<file path="src/rtl/axis_swizzle_pipe.sv">
// -----------------------------------------------------------------------------
// axis_swizzle_pipe
//
// AXI-Stream group-reversal stage. Each beat is split into 2^k equal groups,
// where k is the packet's reversal mode, and the group order is reversed.
// Mode 0 is identity and mode log2(DATA_W) is full bit reversal. The mode is
// captured on the first beat of every packet and held for the rest of it.
// Modes above log2(DATA_W) pass data through unchanged and raise a sticky
// error flag. The output is registered, with a skid register behind it so
// that S_AXIS_tready can be a plain flop.
//
// Optional feature macro: SWZ_PKT_CNT_EN
//   defined   : pkt_cnt counts output handshakes carrying tlast (wraps at 16 bits)
//   undefined : pkt_cnt is tied to zero and no counter is built
//
// Ports
//   S_APB_aclk       clock
//   S_APB_aresetn    synchronous active-low reset
//   S_AXIS_*         input stream (tdata/tvalid/tkeep/tlast/tready)
//   swz_mode         requested reversal mode, sampled on first beat of packet
//   M_AXIS_*         output stream (tdata/tvalid/tkeep/tlast/tready)
//   err_mode         sticky flag: an illegal mode was used since reset
//   pkt_cnt          completed-packet count (see macro above)
// -----------------------------------------------------------------------------
module axis_swizzle_pipe #(
    parameter int DATA_W = 8,
    parameter int KEEP_W = DATA_W / 8,
    parameter int MODE_W = 3
) (
    input  logic              S_APB_aclk,
    input  logic              S_APB_aresetn,
    input  logic [DATA_W-1:0] S_AXIS_tdata,
    input  logic              S_AXIS_tvalid,
    input  logic [KEEP_W-1:0] S_AXIS_tkeep,
    input  logic              S_AXIS_tlast,
    output logic              S_AXIS_tready,
    input  logic [MODE_W-1:0] swz_mode,
    output logic [DATA_W-1:0] M_AXIS_tdata,
    output logic              M_AXIS_tvalid,
    output logic [KEEP_W-1:0] M_AXIS_tkeep,
    output logic              M_AXIS_tlast,
    input  logic              M_AXIS_tready,
    output logic              err_mode,
    output logic [15:0]       pkt_cnt
);

    localparam int L = $clog2(DATA_W);

    // Reversing the order of 2^k groups is the same as flipping the top k bits
    // of every bit index, so each bit moves to (index XOR flip).
    function automatic logic [DATA_W-1:0] swizzle(input logic [DATA_W-1:0] d,
                                                  input logic [MODE_W-1:0] k);
        logic [DATA_W-1:0] r;
        logic [L-1:0]      flip;
        logic [L-1:0]      src;
        logic [L-1:0]      dst;
        r = d;
        if (k != '0 && k <= MODE_W'(L)) begin
            flip = ~({L{1'b1}} >> k);
            for (int b = 0; b < DATA_W; b++) begin
                src    = L'(b);
                dst    = src ^ flip;
                r[dst] = d[src];
            end
        end
        return r;
    endfunction

    function automatic logic mode_illegal(input logic [MODE_W-1:0] k);
        return k > MODE_W'(L);
    endfunction

    logic              in_ready_p1;
    logic              first_beat;
    logic [MODE_W-1:0] pkt_mode;
    logic              err_r;

    logic [MODE_W-1:0] eff_mode_p0;
    logic [DATA_W-1:0] swz_data_p0;
    logic              acc_p0;
    logic              hs_p1;

    logic              out_vld_p1;
    logic [DATA_W-1:0] out_data_p1;
    logic [KEEP_W-1:0] out_keep_p1;
    logic              out_last_p1;

    logic              skid_vld_p1;
    logic [DATA_W-1:0] skid_data_p1;
    logic [KEEP_W-1:0] skid_keep_p1;
    logic              skid_last_p1;

    // ---- stage p0: accept and transform (combinational, ahead of registers)
    always_comb begin
        acc_p0      = S_AXIS_tvalid & in_ready_p1;
        eff_mode_p0 = first_beat ? swz_mode : pkt_mode;
        swz_data_p0 = swizzle(S_AXIS_tdata, eff_mode_p0);
        hs_p1       = out_vld_p1 & M_AXIS_tready;
    end

    // ---- stage p1: output register and skid register
    always_ff @(posedge S_APB_aclk) begin
        if (!S_APB_aresetn) begin
            in_ready_p1 <= 1'b0;
            first_beat  <= 1'b1;
            pkt_mode    <= '0;
            err_r       <= 1'b0;
            out_vld_p1  <= 1'b0;
            out_data_p1 <= '0;
            out_keep_p1 <= '0;
            out_last_p1 <= 1'b0;
            skid_vld_p1 <= 1'b0;
        end else begin
            // Ready mirrors skid emptiness; overridden below when the skid
            // changes state this cycle.
            in_ready_p1 <= ~skid_vld_p1;

            if (acc_p0) begin
                first_beat <= S_AXIS_tlast;
                if (first_beat) begin
                    pkt_mode <= swz_mode;
                end
                if (mode_illegal(eff_mode_p0)) begin
                    err_r <= 1'b1;
                end
            end

            if (!out_vld_p1 || hs_p1) begin
                // Output register is free this cycle. Skid has priority to
                // keep beat order; with the skid full, input is not ready.
                if (skid_vld_p1) begin
                    out_vld_p1  <= 1'b1;
                    out_data_p1 <= skid_data_p1;
                    out_keep_p1 <= skid_keep_p1;
                    out_last_p1 <= skid_last_p1;
                    skid_vld_p1 <= 1'b0;
                    in_ready_p1 <= 1'b1;
                end else if (acc_p0) begin
                    out_vld_p1  <= 1'b1;
                    out_data_p1 <= swz_data_p0;
                    out_keep_p1 <= S_AXIS_tkeep;
                    out_last_p1 <= S_AXIS_tlast;
                end else begin
                    out_vld_p1  <= 1'b0;
                end
            end else if (acc_p0) begin
                // Output stalled: park the beat and stop accepting.
                skid_vld_p1  <= 1'b1;
                skid_data_p1 <= swz_data_p0;
                skid_keep_p1 <= S_AXIS_tkeep;
                skid_last_p1 <= S_AXIS_tlast;
                in_ready_p1  <= 1'b0;
            end
        end
    end

    assign S_AXIS_tready = in_ready_p1;
    assign M_AXIS_tvalid = out_vld_p1;
    assign M_AXIS_tdata  = out_data_p1;
    assign M_AXIS_tkeep  = out_keep_p1;
    assign M_AXIS_tlast  = out_last_p1;
    assign err_mode      = err_r;

`ifdef SWZ_PKT_CNT_EN
    logic [15:0] pkt_cnt_r;

    always_ff @(posedge S_APB_aclk) begin
        if (!S_APB_aresetn) begin
            pkt_cnt_r <= 16'd0;
        end else if (hs_p1 && out_last_p1) begin
            pkt_cnt_r <= pkt_cnt_r + 16'd1;
        end
    end

    assign pkt_cnt = pkt_cnt_r;
`else
    assign pkt_cnt = 16'd0;
`endif

endmodule

</file>
<file path="config.mk">
export PLATFORM = sky130hd
export DESIGN_NAME = axis_swizzle_pipe
export DESIGN_NICKNAME = d
export VERILOG_FILES = /design/src/rtl/axis_swizzle_pipe.sv
export SDC_FILE = /design/constraint.sdc
export NUM_CORES = 1
export LEC_CHECK = 0
export ABC_AREA = 0
export BUFFER_PORTS_ARGS = -buffer_cell sky130_fd_sc_hd__buf_4
export CAP_MARGIN = 30
export CORE_UTILIZATION = 52
export DETAILED_ROUTE_END_ITERATION = 16
export PLACE_DENSITY = 0.77
export RECOVER_POWER = 50
export SYNTH_ARGS = -nofsm -noshare
export SYNTH_HDL_FRONTEND = slang
export SYNTH_SLANG_ARGS = --single-unit
</file>
<file path="constraint.sdc">
create_clock -name S_APB_aclk -period 2.04 [get_ports S_APB_aclk]
set_input_delay 0.102 -clock S_APB_aclk [delete_from_list [all_inputs] [get_ports S_APB_aclk]]
set_output_delay 0.102 -clock S_APB_aclk [all_outputs]
set_load 0.03 [all_outputs]
</file>
==> results.json, run 1 <==
{
  "start_util": 0.5577,
  "peakVddDrop_uv": 290.2,
  "die-height_um": 59.69,
  "drcViolationCount": 0,
  "synthCells": 188,
  "grt_pass1_vias": 1303,
  "hpwl_um": 2916,
  "hold_buffers": 2,
  "synthArstFlopShare": 0,
  "synth.ff_latch_count": 28,
  "slew_viol_final": 0,
  "clock_latency_ps": 340,
  "skew_ps": 6.160,
  "hold_path_class": "in2reg",
  "rr_startpoint": "first_beat",
  "yosysSeqAreaShare": 0.3818,
  "portBuffers": 29,
  "timing.rr.end": "M_AXIS_tdata[2]",
  "max_slew_margin": 0.3662,
  "finalCriticalPeriod_ps": 1876,
  "drt-initial-drc-count": 93,
  "fmax_mhz": 532.9,
  "setup_violations": 0,
  "die_area_um2": 3562,
  "cp.arrival_ps": 2130,
  "cp-endpoint": "M_AXIS_tdata[2]",
  "grt_max_degree": 24,
  "clock_sinks": 28,
  "fin_setup_tns_ps": 0,
  "cts_setup_buffers": 0,
  "worstPathRequired_ps": 2290,
  "syn_avg_cell_area_um2": 9.204,
  "worst-setup-path-type": "reg2reg",
  "cts_resized": 0,
  "drive_above_1_share": 0.1256,
  "max_cap_viol_count": 0,
  "clk_pin_slew_worst_paths_ps": 140,
  "io_pins": 46,
  "cts_tree": "built",
  "row_count": 20,
  "netlist_top_cells_area": "dfxtp_1 21%, edfxtp_1 17%, buf_4 7.4%",
  "core_um2": 3103,
  "firstDrtPassIters": 5,
  "p_leak_nw": 0.8186,
  "area_growth_pct": 10.12,
  "power_switching_w": 0.0003923,
  "die_x_um": 59.69,
  "synthFlopType": "dfxtp_1",
  "cp-startpoint": "first_beat",
  "final_core_util": 0.6141,
  "min_period_over_period": 0.9198,
  "hold_viol_final": 0,
  "yosysTopAreaCell": "dfxtp_1",
  "worst_pin_slew_ps": 947.2,
  "ant_nets": 0,
  "comb_power_share": 0.274,
  "antenna_found_initial": 0,
  "htreeDepth": 1,
  "r2r_slack_ps": 160,
  "grt_overflow": 0,
  "synth_edf_count": 10,
  "power_density_nw_per_um2": 625.2,
  "cts-buffers-inserted": 3,
  "synth_warnings": 0,
  "diodes": 0,
  "synthTopCellsByCount": "18 x dfxtp_1, 17 x buf_4, 17 x nand2_1, 13 x nor2_1, 11 x o21ai_0",
  "wl_um": 4002,
  "cts_buffer_depth": 2,
  "ys_types": 47,
  "status": "complete, no violations",
  "gp_congestion": 0.9300,
  "yosysTopAreaCellShare": 0.2082,
  "grt_first_pass_wirelength_um": 6334,
  "clkPwrFrac": 0.195,
  "rsz0062_at_grt": "false",
  "end_kind": "flop",
  "p_seq_frac": 0.531,
  "intPower_w": 0.0007992,
  "swShare": 0.3292,
  "grtUsageTotal": 0.2413,
  "via_count": 1486,
  "crit_fanout": 23,
  "cts-root-buf": "clkbuf_4",
  "drt-vias-per-instance": 5.737,
  "rr_worst_depth": 5,
  "synth_area_um2": 1730,
  "yosysMostFrequentCell": "dfxtp_1",
  "startpoint_type": "flop",
  "final_nets": 233,
  "wl_per_cell_um": 15.45
}
[layout make-up]
type,count,area [um2]
Sequential cell,28,660.6
Tap cell,44,55.05
Inverter,10,37.54
Clock inverter,1,3.754
Fill cell,305,1197
Clock buffer,3,22.52
Multi-Input combinational cell,135,887.1
Timing Repair Buffer,38,239.0
[stage by stage]
stage	hold WS, ps	instance area, um2	setup slack [ps]	instances	power (W)
2_1_floorplan	200.9	1787	241.1	203	0.0009015
3_3_place_gp	292.1	1923	264.6	253	0.0009764
3_5_place_dp	295.8	1923	206.6	253	0.0009844
4_1_cts	42.48	1969	198.4	259	0.001214
5_1_grt	50.27	1906	43.49	259	0.001249
6_report	37.59	1906	163.5	259	0.001191
[worst max-delay path, cell delays in order, from the launching register on]
cell and delay [ps]:
dfxtp_1 520, buf_12 200, mux2i_1 400, a31oi_1 150, a221o_1 300, o211a_1 220
[kinds of logic (layout without fill, tap and decap cells)]
| kind of cell | count (synthesis) | count (layout) | share of synthesized area |
|---|---|---|---|
| AO/OA/AOI/OAI | 56 | 56 | 0.2516 |
| buffers and inverters | 40 | 52 | 0.1381 |
| flip-flops | 28 | 28 | 0.3818 |
| multiplexers | 9 | 9 | 0.06001 |
| other | 1 | 16 | 0.002167 |
| AND/OR/NAND/NOR | 54 | 54 | 0.1663 |
[power by group through the flow]
stage / registers [W] / logic [W] / clock network, W
after detailed placement: 0.000645 / 0.000339 / 0
after global placement: 0.000643 / 0.000333 / 0
after global routing: 0.000636 / 0.000352 / 0.000262
final: 0.000633 / 0.000326 / 0.000232
after CTS: 0.000633 / 0.000343 / 0.000238
after floorplan: 0.000673 / 0.000229 / 0
[routing by layer]
layer  wire length (um)  GRT usage  share of wire  vias to the layer above
met5                  0          0              0                        -
met4                 57     0.1063          0.014                        0
met3                210    0.02165          0.052                        5
met2               1955     0.4111           0.49                       72
met1               1779     0.3098           0.44                      697
li1                   -          -              -                      712
[state kept, by name, indices dropped and copies added (netlist names)]
name           cells
skid_keep_p1       1
err_mode           1
M_AXIS_tvalid      1
pkt_mode           3
M_AXIS_tdata       8
M_AXIS_tkeep       1
skid_data_p1       8
M_AXIS_tlast       1
skid_last_p1       1
first_beat         1
S_AXIS_tready      1
skid_vld_p1        1
[how the worst min path moves through the flow]
| stage | cells after the start | endpoint | slack, ps | from |
|---|---|---|---|---|
| 2_1_floorplan | 0 | skid_keep_p1 | 200 | S_AXIS_tkeep |
| 3_3_place_gp | 1 | skid_keep_p1 | 290 | S_AXIS_tkeep |
| 3_5_place_dp | 1 | skid_keep_p1 | 300 | S_AXIS_tkeep |
| 4_1_cts | 3 | skid_vld_p1 | 40 | S_AXIS_tvalid |
| 5_1_grt | 3 | skid_vld_p1 | 50 | S_AXIS_tvalid |
| 6_report | 3 | skid_vld_p1 | 40 | S_AXIS_tvalid |
[placed cells by master, fill, tap and decap left out, types with 2 or more instances in the layout]
master / count
dfxtp_1: 18
nand2_1: 17
buf_4: 17
clkbuf_1: 17
conb_1: 16
nor2_1: 13
o21ai_0: 11
inv_1: 10
edfxtp_1: 10
a21oi_1: 8
mux2i_1: 7
o211ai_1: 7
o211a_1: 7
a221o_1: 4
clkbuf_4: 4
or3_1: 3
a211oi_1: 2
or4bb_1: 2
and3b_1: 2
nor3b_1: 2
nand2b_1: 2
nand3b_1: 2
a222oi_1: 2
a221oi_1: 2
a32o_1: 2
nor2b_1: 2
and2_0: 2
o31a_1: 2
nand3_1: 2
dlygate4sd3_1: 2
Note: power is estimated with default switching activity, not from simulation.
==> inputs of run 2 (changes only) <==
- CELL_PAD_IN_SITES_DETAIL_PLACEMENT: not set -> 1
- CELL_PAD_IN_SITES_GLOBAL_PLACEMENT: not set -> 2
- CORE_UTILIZATION: 52 -> 31
==> run 2 against run 1 <==
Against the previous run: flip-flop and latch count unchanged; die area up 65%; via count down 2.0%; utilization down 24 points; clock power up 46%; combinational power about the same; critical path type unchanged; largest power group unchanged; highest routed layer unchanged.
==> results.json, run 2 (synthesis results as in run 1) <==
{
  "cp.arrival_ps": 2100,
  "cts_tree": "built",
  "grt_max_degree": 23,
  "intPower_w": 0.0008945,
  "slew_viol_final": 0,
  "drive_above_1_share": 0.1455,
  "drcViolationCount": 0,
  "crit_fanout": 22,
  "hold_viol_final": 0,
  "swShare": 0.3093,
  "wl_per_cell_um": 15.82,
  "fin_ws_ps": 116.0,
  "p_seq_frac": 0.490,
  "core_um2": 5238,
  "cts_setup_buffers": 0,
  "setup_violations": 0,
  "startpoint_type": "flop",
  "clock_latency_ps": 270,
  "gp_congestion": 0.9131,
  "drt-initial-drc-count": 77,
  "power_density_nw_per_um2": 668.2,
  "diodes": 0,
  "clkPwrFrac": 0.261,
  "final_core_util": 0.3700,
  "end_kind": "flop",
  "drt-vias-per-instance": 5.148,
  "skew_ps": 1.863,
  "antenna_found_initial": 0,
  "die_x_um": 76.71,
  "die_area_um2": 5884,
  "finalCriticalPeriod_ps": 1924,
  "final_nets": 231,
  "p_total_w": 0.001295,
  "ant_nets": 0,
  "clock_sinks": 28,
  "portBuffers": 29,
  "grt_overflow": 0,
  "die-height_um": 76.71,
  "worstPathRequired_ps": 2210,
  "grtUsageTotal": 0.1581,
  "via_count": 1457,
  "io_pins": 46,
  "cts_buffer_depth": 2,
  "layout_commonest_cell": "buf_4",
  "status": "complete, no violations",
  "rsz0062_at_grt": "false",
  "grt_first_pass_wirelength_um": 7514,
  "cts-buffers-inserted": 3,
  "grt_pass1_vias": 1505,
  "p_leak_nw": 0.8218,
  "area_growth_pct": 12.00,
  "start_util": 0.3304,
  "max_slew_margin": 0.4147,
  "hold_path_class": "in2reg",
  "firstDrtPassIters": 5,
  "clk_pin_slew_worst_paths_ps": 90,
  "pre_cts_ws_ps": 128.2,
  "fin_setup_tns_ps": 0,
  "cts-root-buf": "clkbuf_8",
  "power_switching_w": 0.0004006,
  "min_period_over_period": 0.9431,
  "fmax_mhz": 519.7,
  "comb_power_share": 0.249,
  "max_cap_viol_count": 0,
  "row_count": 26,
  "final_cell_mix": "18 x buf_4, 17 x nand2_1, 16 x dfxtp_1, 16 x conb_1, 16 x clkbuf_1",
  "worst-setup-path-type": "reg2reg",
  "hpwl_um": 3406,
  "peakVddDrop_uv": 241.5,
  "worst_pin_slew_ps": 874.7,
  "htreeDepth": 1,
  "wl_um": 4476,
  "r2r_slack_ps": 120
}
==> run 2: worst max-delay path: stages (launching register included) <==
cell,delay (ps)
dfxtp_1,400
buf_4,240
or4b_2,670
nand2_1,160
a221oi_1,140
a31o_1,220
==> run 2: through the flow <==
stage                     instance area, um2  cells  hold slack (ps)
after floorplan                         1787    203            200.9
after global placement                  1943    279            290.8
after detailed placement                1943    279            296.7
after CTS                               1998    283            11.34
after global routing                    1938    283            50.31
final                                   1938    283            35.77
==> run 2: layout make-up <==
type                    instances  area [um2]
well taps                      70       87.58
multi-input cells             135       887.1
repair buffers                 36       207.7
fillers                       632        3299
inverters                      10       37.54
clock buffers                   4       55.05
flip-flops and latches         28       663.1
==> run 2: metal layers <==
metal / track usage / share of wire / vias up
met2: 0.2643 / 0.47 / 34
li1: - / - / 705
met4: 0.05577 / 0.0080 / 0
met5: 0 / 0 / -
met1: 0.2056 / 0.48 / 714
met3: 0.02381 / 0.043 / 4
==> run 2: power by group through the flow <==
stage | Combinational (W) | Sequential [W] | Clock (W)
finish | 0.000323 | 0.000634 | 0.000338
global route | 0.000351 | 0.000639 | 0.000380
CTS | 0.000342 | 0.000634 | 0.000352
detailed placement | 0.000342 | 0.000648 | 0
global placement | 0.000333 | 0.000645 | 0
floorplan | 0.000229 | 0.000673 | 0
==> run 2: worst paths after layout <==
| path | end | cells after the start | from |
|---|---|---|---|
| min reg2reg | err_mode | 1 | err_mode |
| max | M_AXIS_tdata[6] | 5 | first_beat |
| min | skid_keep_p1 | 1 | S_AXIS_tkeep |
| max reg2reg | M_AXIS_tdata[6] | 5 | first_beat |
==> run 2: timing repair <==
item                                    in CTS  in global routing
gates resized for setup                      0                  2
endpoints found under the setup margin       0                  1
hold buffers                                 0                  0
